File: src/rtl/alu_arbiter.sv
// Shares one ALU between the execute stage (port 0) and the address/branch unit (port 1).
// One operation is in flight at a time: IDLE accepts, EXEC computes, RESP returns the result.
module alu_arbiter #(
   parameter int DATA_W    = 32,
   parameter bit PRIO_MODE = 1'b0
) (
   input  logic              clk_i,
   input  logic              rst_ni,
   input  logic              req0_valid_i,
   output logic              req0_ready_o,
   input  logic [DATA_W-1:0] req0_a_i,
   input  logic [DATA_W-1:0] req0_b_i,
   input  logic [2:0]        req0_funct3_i,
   input  logic              req0_funct7_i,
   input  logic              req1_valid_i,
   output logic              req1_ready_o,
   input  logic [DATA_W-1:0] req1_a_i,
   input  logic [DATA_W-1:0] req1_b_i,
   input  logic [2:0]        req1_funct3_i,
   input  logic              req1_funct7_i,
   output logic              rsp0_valid_o,
   input  logic              rsp0_ready_i,
   output logic              rsp1_valid_o,
   input  logic              rsp1_ready_i,
   output logic [DATA_W-1:0] rsp_data_o,
   output logic [DATA_W-1:0] alu_a_o,
   output logic [DATA_W-1:0] alu_b_o,
   output logic [2:0]        alu_funct3_o,
   output logic              alu_funct7_o,
   input  logic [DATA_W-1:0] alu_result_i,
   output logic              busy_o
);

   typedef enum logic [1:0] {IDLE, EXEC, RESP} state_t;

   state_t              r_state;
   state_t              w_state_nxt;
   logic [DATA_W-1:0]   r_a;
   logic [DATA_W-1:0]   r_b;
   logic [2:0]          r_funct3;
   logic                r_funct7;
   logic [DATA_W-1:0]   r_rsp_data;
   logic                r_owner;
   logic                r_last_grant;
   logic                w_grant;
   logic                w_accept;
   logic                w_rsp_ready;

   // Contention resolves to the port that did not win last time, unless port 0 is fixed winner.
   always_comb begin
      w_grant = 1'b0;
      if (req0_valid_i && req1_valid_i) begin
         w_grant = PRIO_MODE ? 1'b0 : ~r_last_grant;
      end else if (req1_valid_i) begin
         w_grant = 1'b1;
      end
   end

   assign w_rsp_ready = r_owner ? rsp1_ready_i : rsp0_ready_i;

   always_comb begin
      w_state_nxt  = r_state;
      w_accept     = 1'b0;
      req0_ready_o = 1'b0;
      req1_ready_o = 1'b0;
      case (r_state)
         IDLE: begin
            if (req0_valid_i || req1_valid_i) begin
               req0_ready_o = ~w_grant;
               req1_ready_o = w_grant;
               w_accept     = 1'b1;
               w_state_nxt  = EXEC;
            end
         end
         EXEC: w_state_nxt = RESP;
         RESP: begin
            if (w_rsp_ready) begin
               w_state_nxt = IDLE;
            end
         end
         default: w_state_nxt = IDLE;
      endcase
   end

   always_ff @(posedge clk_i or negedge rst_ni) begin
      if (!rst_ni) begin
         r_state      <= IDLE;
         r_owner      <= 1'b0;
         r_last_grant <= 1'b1;
      end else begin
         r_state <= w_state_nxt;
         if (w_accept) begin
            r_owner      <= w_grant;
            r_last_grant <= w_grant;
         end
      end
   end

   always_ff @(posedge clk_i or negedge rst_ni) begin
      if (!rst_ni) begin
         r_a        <= '0;
         r_b        <= '0;
         r_funct3   <= '0;
         r_funct7   <= 1'b0;
         r_rsp_data <= '0;
      end else begin
         if (w_accept) begin
            r_a      <= w_grant ? req1_a_i      : req0_a_i;
            r_b      <= w_grant ? req1_b_i      : req0_b_i;
            r_funct3 <= w_grant ? req1_funct3_i : req0_funct3_i;
            r_funct7 <= w_grant ? req1_funct7_i : req0_funct7_i;
         end
         // The ALU is combinational, so its result is valid during the EXEC cycle.
         if (r_state == EXEC) begin
            r_rsp_data <= alu_result_i;
         end
      end
   end

   assign alu_a_o      = r_a;
   assign alu_b_o      = r_b;
   assign alu_funct3_o = r_funct3;
   assign alu_funct7_o = r_funct7;
   assign rsp_data_o   = r_rsp_data;
   assign rsp0_valid_o = (r_state == RESP) && !r_owner;
   assign rsp1_valid_o = (r_state == RESP) && r_owner;
   assign busy_o       = (r_state != IDLE);

endmodule

File: config.mk
export PLATFORM = sky130hd
export DESIGN_NAME = alu_arbiter
export DESIGN_NICKNAME = d
export VERILOG_FILES = /design/src/rtl/alu_arbiter.sv
export SDC_FILE = /design/constraint.sdc
export NUM_CORES = 1
export LEC_CHECK = 0
export CORE_AREA = 2 2 116 118
export CTS_CLUSTER_SIZE = 25
export DETAILED_ROUTE_END_ITERATION = 8
export DIE_AREA = 0 0 118 120
export DONT_BUFFER_PORTS = 1
export SLEW_MARGIN = 20
export SYNTH_ARGS = -nofsm -noshare
export SYNTH_HDL_FRONTEND = slang
export SYNTH_SLANG_ARGS = --single-unit
File: constraint.sdc
create_clock -name clk_i -period 1.85 [get_ports clk_i]
set_input_delay 0.37 -clock clk_i [delete_from_list [all_inputs] [get_ports clk_i]]
set_output_delay 0.37 -clock clk_i [all_outputs]
set_load 0.01 [all_outputs]
# After elaboration in Yosys (flattened, before gate mapping)
# Cells that the tools add are included.
word_totals:
  mem_count: 0
  reg_bits: 104
  rom_bits: 0
  ram_bits: 0
  latch_bits: 0
op_classes:
  n_div: 0
  add_sub_neg: 0
  order_cmp: 0
  n_mux: 16
  n_reduce_logical: 8
  multipliers: 0
  eq_ne: 4
  shift: 0
  bitwise: 2
op_table:
  columns: ["cell", "count"]
  rows:
  - ["two-way mux 32 bit", 2]
  - ["two-way mux 1 bit", 10]
  - ["case mux 2 bit (3 select lines)", 1]
  - ["two-way mux 2 bit", 2]
  - ["!= test 2 bit (second input constant)", 2]
  - ["logical AND 1 bit", 3]
  - ["two-way mux 3 bit", 1]
  - ["== test 2 x 1 -> 1 bit (second input constant)", 1]
  - ["== test 2 bit (second input constant)", 1]
  - ["zero test 2 bit", 1]
  - ["NOT 1 bit", 2]
  - ["AND reduction 2 bit", 1]
  - ["nonzero test 2 bit", 1]
  - ["zero test 1 bit", 1]
  - ["logical OR 1 bit", 1]

# Longest topological paths before layout
# Gate-level depths: netlist of run 1.
depth:
  ltp_word: 5
  ltp_mapped: 7
  ltp_nobuf: 4

# Worst setup path before layout of run 1
# OpenSTA, ideal clock, no wires.
synth_path:
  path_type: "flip-flop to output port"
  from: "reg r_last_grant"
  to: "out req0_ready_o"
  required_time_ns: 1.480
  path_stages_with_launch: 4
  arrival_ns: 1.184
  slack_ns: 0.296
  path_cell_list: "dfstp_2 -> a21bo_2 -> and3_4 -> clkbuf_1"
synth_via:
  elab_chain_len: 5
synth_lines:
  columns: ["item", "line", "rtl"]
  rows:
  - ["start, declared", "44", "logic r_last_grant;"]
  - ["start signal, assigned", "94", "r_last_grant <= w_grant;"]
  - ["NOT 1 bit", "53", "w_grant = PRIO_MODE ? 1'b0 : ~r_last_grant;"]
  - ["two-way mux 1 bit", "52", "if (req0_valid_i && req1_valid_i) begin"]
  - ["NOT 1 bit", "69", "req0_ready_o = ~w_grant;"]
  - ["two-way mux 1 bit", "68", "if (req0_valid_i || req1_valid_i) begin"]
  - ["two-way mux 1 bit", "66", "case (r_state)"]
  - ["end, declared", "10", "output logic req0_ready_o,"]
# No other way between the ends.

# Worst setup path in the final report of run 1
# Ends and elaborated chain as after synthesis.

==> results of run 1 <==
[final cells by class]
class,instances,area share
flip-flops and latches,104,0.532
multi-input cells,225,0.335
clock buffers,11,0.0496
well taps,176,0.0450
repair buffers,9,0.0240
clock inverters,5,0.0115
inverters,3,0.00230
[how the worst max path moves through the flow]
stage | cells after the start | to | from | slack [ps]
floorplan | 3 | req0_ready_o | r_last_grant$_DFFE_PN1P_ | 300
global placement | 4 | r_owner$_DFFE_PN0P_ | r_state[1]$_DFFE_PN0P_ | 310
detailed placement | 4 | alu_a_o[13]$_DFFE_PN0P_ | r_state[1]$_DFFE_PN0P_ | 210
CTS | 3 | req1_ready_o | r_state[1]$_DFFE_PN0P_ | 30
global route | 3 | req1_ready_o | r_state[1]$_DFFE_PN0P_ | 10
finish | 2 | req0_ready_o | r_last_grant$_DFFE_PN1P_ | 90
[logic make-up (layout without fill, tap and decap cells)]
logic type | after synthesis | count (layout)
compound gates | 94 | 94
flops | 104 | 104
buf+inv | 38 | 28
simple gates | 98 | 98
mux | 33 | 33
[synthesized netlist by cell type]
cell,count
dfrtp_1,103
a221o_1,47
and3_1,47
nand2_1,43
mux2_2,33
a21oi_1,21
a31oi_1,21
clkbuf_1,20
buf_2,9
buf_4,3
buf_6,3
inv_1,3
nor2_1,3
nand2b_1,2
a21bo_2,1
a21boi_0,1
a21o_1,1
and3_4,1
dfstp_2,1
nor2_2,1
o21ai_0,1
o22ai_1,1
or2_1,1
[flip-flops by register name, indices dropped and copies added (netlist names)]
| register | count |
|---|---|
| alu_a_o | 32 |
| alu_b_o | 32 |
| rsp_data_o | 32 |
| alu_funct3_o | 3 |
| r_state | 2 |
| alu_funct7_o | 1 |
| r_last_grant | 1 |
| r_owner | 1 |
[worst max-delay path, delay by kind of cell (launching register included)]
family          cells  cell delay, ps
simple gates        1             280
compound gates      1             180
flops               1             570
[repair_timing]
action | in CTS | in global routing
endpoints found under the hold margin | 104 | 104
resized for setup | 0 | 1
setup buffers | 0 | 0
setup endpoints to repair | 0 | 1
[layer usage]
layer / up-vias / GRT usage
met5: - / 0
met4: 4 / 0.0520
met3: 21 / 0.0722
met2: 181 / 0.275
met1: 1513 / 0.184
li1: 1342 / -
[power groups by stage]
| stage | Clock (mW) | Sequential, mW | Combinational, mW |
|---|---|---|---|
| after floorplan | 0 | 4.58 | 2.42 |
| after CTS | 1.96 | 4.91 | 2.99 |
| after global placement | 0 | 4.91 | 2.85 |
| after detailed placement | 0 | 4.94 | 2.99 |
| final | 1.90 | 4.88 | 2.94 |
| after global routing | 2.07 | 5.01 | 3.26 |
[cell usage in the layout (no fill, tap or decap)]
master / netlist / routed
or2_1: 1 / 1
nor2_4: 0 / 1
a21o_1: 1 / 1
buf_4: 3 / 5
nand2_2: 0 / 1
a21boi_4: 0 / 1
clkbuf_1: 20 / 1
a31oi_1: 21 / 21
mux2_2: 33 / 33
dfstp_2: 1 / 1
nand2_1: 43 / 42
nand2b_1: 2 / 2
a221o_1: 47 / 47
clkinv_4: 0 / 1
o21ai_0: 1 / 1
nor2_1: 3 / 2
o22ai_1: 1 / 1
clkbuf_16: 0 / 9
dfrtp_1: 103 / 103
buf_12: 0 / 4
and3_4: 1 / 1
and3_1: 47 / 47
clkinv_2: 0 / 2
clkinvlp_4: 0 / 1
a21bo_2: 1 / 1
clkbuf_8: 0 / 1
bufinv_16: 0 / 1
a21oi_1: 21 / 21
inv_1: 3 / 3
nor2_2: 1 / 1
==> impl_metrics.yaml, run 1 <==
yosys:
  syn_area_um2: 4410
  yosysTopAreaCell: "dfrtp_1"
  synthMuxAreaShare: 0.0843
  ys_types: 23
  synth.top_cells.by_area: "dfrtp_1, a221o_1, mux2_2"
  synth_xor_area_frac: 0
  synthAdderAreaFrac: 0
  postSynthCellCount: 367
  synth_top_family_by_area: "compound AO/OA/AOI/OAI gates"
  synth_compound_gate_area_share: 0.169
  synth_top_area_share: 0.585
  synth_warnings: 0
  ys_seq_area_frac: 0.591
  ys_ff_latch: 104
  synth_nets: 541
  yosys.area_share.simple: 0.114
  avgSynthCellArea_um2: 12.0
pwr:
  p_total_mw: 9.72
  p_int_mw: 6.04
  ir_worst_vdd_mv: 0.853
  p_leak_nw: 2.21
  powerDensity_nw_per_um2: 1990
  p_sw_frac: 0.378
  seq_power_share: 0.502
  power_frac_clock: 0.195
  combPwrFrac: 0.302
  p_sw_mw: 3.68
route:
  drc: 0
  ant_nets: 0
  vias: 3061
  vias_per_cell: 5.74
  wl_met1_um: 4330
  dr_wl_met3_um: 1210
  drt_iter0_drc: 146
  wirelength_um: 11600
  dr.pass1.iters: 4
  dr_wl_met2_um: 5820
  wire_per_inst_um: 21.7
  top_layer: "met5"
floorplanning:
  core_um2: 13000
  fp.dieArea_um2: 14200
  die_w_um: 118
  rows: 42
  fp.dieH_um: 120
  initial_core_util: 0.340
  pin_count: 279
cells_and_area:
  syn2layout_area_growth_pct: 10.9
  final_area_um2: 4890
  diodes: 0
  seqCellArea_um2: 2600
  final_util: 0.377
  nNetsFinal: 526
  nFillCells: 1271
  instances_no_fill: 533
  drive_above_1_share: 0.179
  multi_input_area_um2: 1640
cts:
  cts_tree: "done"
  cts_buffer_depth: 2
  cts.htree.levels: 3
  root_buffer: "clkbuf_16"
  clock_latency_ps: 340
  path_clk_slew_ps: 70
  cts_buffers: 9
  cts_sinks: 104
setup_path:
  cp_slowest_stage_delay_ps: 570
  reg2reg_to: "alu_a_o[13]$_DFFE_PN0P_"
  critical_path.slowest_cell: "dfstp_2"
  worstRegToRegCells: 4
  path_max_fanout: 7
  cp_cell_sequence: "a21bo_2, and3_4"
  end_kind: "output port"
  r2r-start: "r_state[1]$_DFFE_PN0P_"
  rrSetupSlack_ps: 240
  cp.required_ps: 1480
  critPathArrivalTime_ps: 1390
  crit_path_start_kind: "flip-flop"
  path_class: "reg -> out"
placement:
  numPortBuffers: 0
  dpl_cell_area_um2: 4590
  gp_congestion: 0.719
  dp_cells: 517
  place_ws_ps: 210
  place.detailed.hpwl_um: 8360
sta:
  whs_ps: -284
  hold_viol: 104
  worstMarginPinSlew_ps: 632
  timing.final.crit_share: 0.949
  worst_slack_ps: 94.3
  tns_ps: 0
  setup_violations: 0
  slew_headroom: 0.578
  maxSlewViolCount: 0
  rsz0062_at_grt: "false"
  maxClockFrequency_mhz: 570
  period_needed_ps: 1760
  clock_skew_ps: 9.81
global_route:
  grt_pass1_wl_um: 17700
  grt_usage: 0.162
  grt_overflow_total: 0
  grt_max_degree: 105
  antenna_found_initial: 2
  grt_pass1_vias: 3073
min_path:
  holdCritPathClass: "in -> async"
run:
  maxCapViolCount: 0
outcome:
  status: "finished, violations left"
  violations: "hold timing"
Note: power is estimated with default switching activity, not from simulation.
==> run 2, diff against run 1 <==
==> config.mk (replaced) <==
export PLATFORM = sky130hd
export DESIGN_NAME = alu_arbiter
export DESIGN_NICKNAME = d
export VERILOG_FILES = /design/src/rtl/alu_arbiter.sv
export SDC_FILE = /design/constraint.sdc
export NUM_CORES = 1
export LEC_CHECK = 0
export CORE_AREA = 4 4 118 120
export CTS_CLUSTER_SIZE = 25
export DETAILED_ROUTE_END_ITERATION = 8
export DIE_AREA = 0 0 122 124
export DONT_BUFFER_PORTS = 1
export SYNTH_ARGS = -nofsm -noshare
export SYNTH_HDL_FRONTEND = slang
export SYNTH_SLANG_ARGS = --single-unit
==> impl_metrics.yaml, run 2 (synthesis results as in run 1) <==
outcome:
  status: "finished, violations left"
  violations: "hold timing"
floorplanning:
  fp.dieArea_um2: 15100
  initial_core_util: 0.340
  rows: 42
  fp.dieH_um: 124
  core_um2: 13000
  pin_count: 279
  die_w_um: 122
route:
  wire_per_inst_um: 23.4
  drc: 0
  dr.pass1.iters: 4
  vias: 3069
  wirelength_um: 12600
  ant_nets: 0
  drt_iter0_drc: 136
  vias_per_cell: 5.72
cts:
  clock_latency_ps: 350
  cts_buffers: 9
  root_buffer: "clkbuf_16"
  path_clk_slew_ps: 80
  cts.htree.levels: 3
  cts_buffer_depth: 2
  cts_tree: "done"
  cts_sinks: 104
placement:
  place_ws_ps: 261
  gp_congestion: 0.738
  dp_cells: 520
  numPortBuffers: 0
  place.detailed.hpwl_um: 9240
sta:
  slew_headroom: 0.552
  clock_skew_ps: 10.1
  maxClockFrequency_mhz: 558
  worst_slack_ps: 57.9
  period_needed_ps: 1790
  rsz0062_at_grt: "false"
  setup_violations: 0
  worstMarginPinSlew_ps: 671
  whs_ps: -295
  hold_viol: 104
  timing.final.crit_share: 0.969
  tns_ps: 0
  maxSlewViolCount: 0
setup_path:
  path_class: "reg -> out"
  cp.required_ps: 1480
  crit_path_start_kind: "flip-flop"
  critPathArrivalTime_ps: 1420
  worstRegToRegCells: 5
  end_kind: "output port"
  path_max_fanout: 4
cells_and_area:
  multi_input_area_um2: 1650
  drive_above_1_share: 0.191
  final_common_cell: "dfrtp_1"
  mostFrequentLayoutCells: "dfrtp_1, and3_1, a221o_1"
  seqCellArea_um2: 2600
  diodes: 0
  syn2layout_area_growth_pct: 11.2
  nNetsFinal: 530
  instances_no_fill: 537
  nFillCells: 1305
min_path:
  holdCritPathClass: "in -> async"
run:
  maxCapViolCount: 0
global_route:
  grt_overflow_total: 0
  grt_pass1_vias: 3195
  grt_usage: 0.159
  grt_max_degree: 105
  grt_pass1_wl_um: 18300
  antenna_found_initial: 2
pwr:
  ir_worst_vdd_mv: 0.806
  powerDensity_nw_per_um2: 1980
  p_leak_nw: 2.22
  p_total_mw: 9.70
==> run 2: changes by cell type in the layout (fill, tap and decap cells not counted) <==
| cell | change |
|---|---|
| a21bo_2 | -1 |
| a21bo_4 | +1 |
| buf_12 | -1 |
| buf_4 | +5 |
| bufinv_16 | -1 |
| clkbuf_1 | -1 |
| clkbuf_8 | -1 |
| clkinv_2 | -1 |
| clkinvlp_4 | -1 |
| inv_6 | +4 |
| inv_8 | +1 |
==> run 2: final timing paths <==
check,slack (ps),end,from
setup / recovery,60,req0_ready_o,r_last_grant$_DFFE_PN1P_
hold / removal,-290,alu_a_o[21]$_DFFE_PN0P_,rst_ni
setup reg to reg,200,alu_b_o[15]$_DFFE_PN0P_,r_last_grant$_DFFE_PN1P_
hold reg to reg,560,r_last_grant$_DFFE_PN1P_,r_last_grant$_DFFE_PN1P_
max in group asynchronous,1950,r_last_grant$_DFFE_PN1P_,rst_ni
min in group clk_i,150,alu_funct7_o$_DFFE_PN0P_,req0_funct7_i
==> run 2: routing by layer <==
layer / vias up / wire, um / track usage
met4: 4 / 225 / 0.0651
met3: 18 / 1440 / 0.0658
met2: 178 / 6440 / 0.275
met5: - / 27 / 0
met1: 1516 / 4450 / 0.175
li1: 1353 / - / -
==> run 2: timing repair <==
item | CTS | global route
setup buffers | 1 | 0
gates resized for setup | 0 | 2
setup endpoints to repair | 1 | 2
pin swaps | 0 | 0
endpoints found under the hold margin | 104 | 104
==> run 2: final cells by class <==
cell class / instances / area share
multi-input cells: 225 / 0.336
clock buffers: 9 / 0.0460
clock inverters: 7 / 0.0123
flip-flops and latches: 104 / 0.531
inverters: 3 / 0.00230
repair buffers: 13 / 0.0276
well taps: 176 / 0.0449
==> run 2: per-stage QoR <==
stage          utilization  instance area (um2)
6_report             0.378                 4900
5_1_grt              0.378                 4900
4_1_cts              0.377                 4890
3_5_place_dp         0.354                 4600
3_3_place_gp         0.354                 4600
2_1_floorplan            -                 4410
==> run 2: critical path, cell delays in order, from the launching register on <==
cell and delay (ps):
dfstp_2 590, a21bo_4 170, and3_4 200, buf_4 120
==> run 2: where the power goes <==
group          leakage, nW  internal, mW  switching [mW]
Sequential            1.23          3.45            1.44
Combinational        0.852          1.50            1.44
Clock                0.143         0.943           0.920
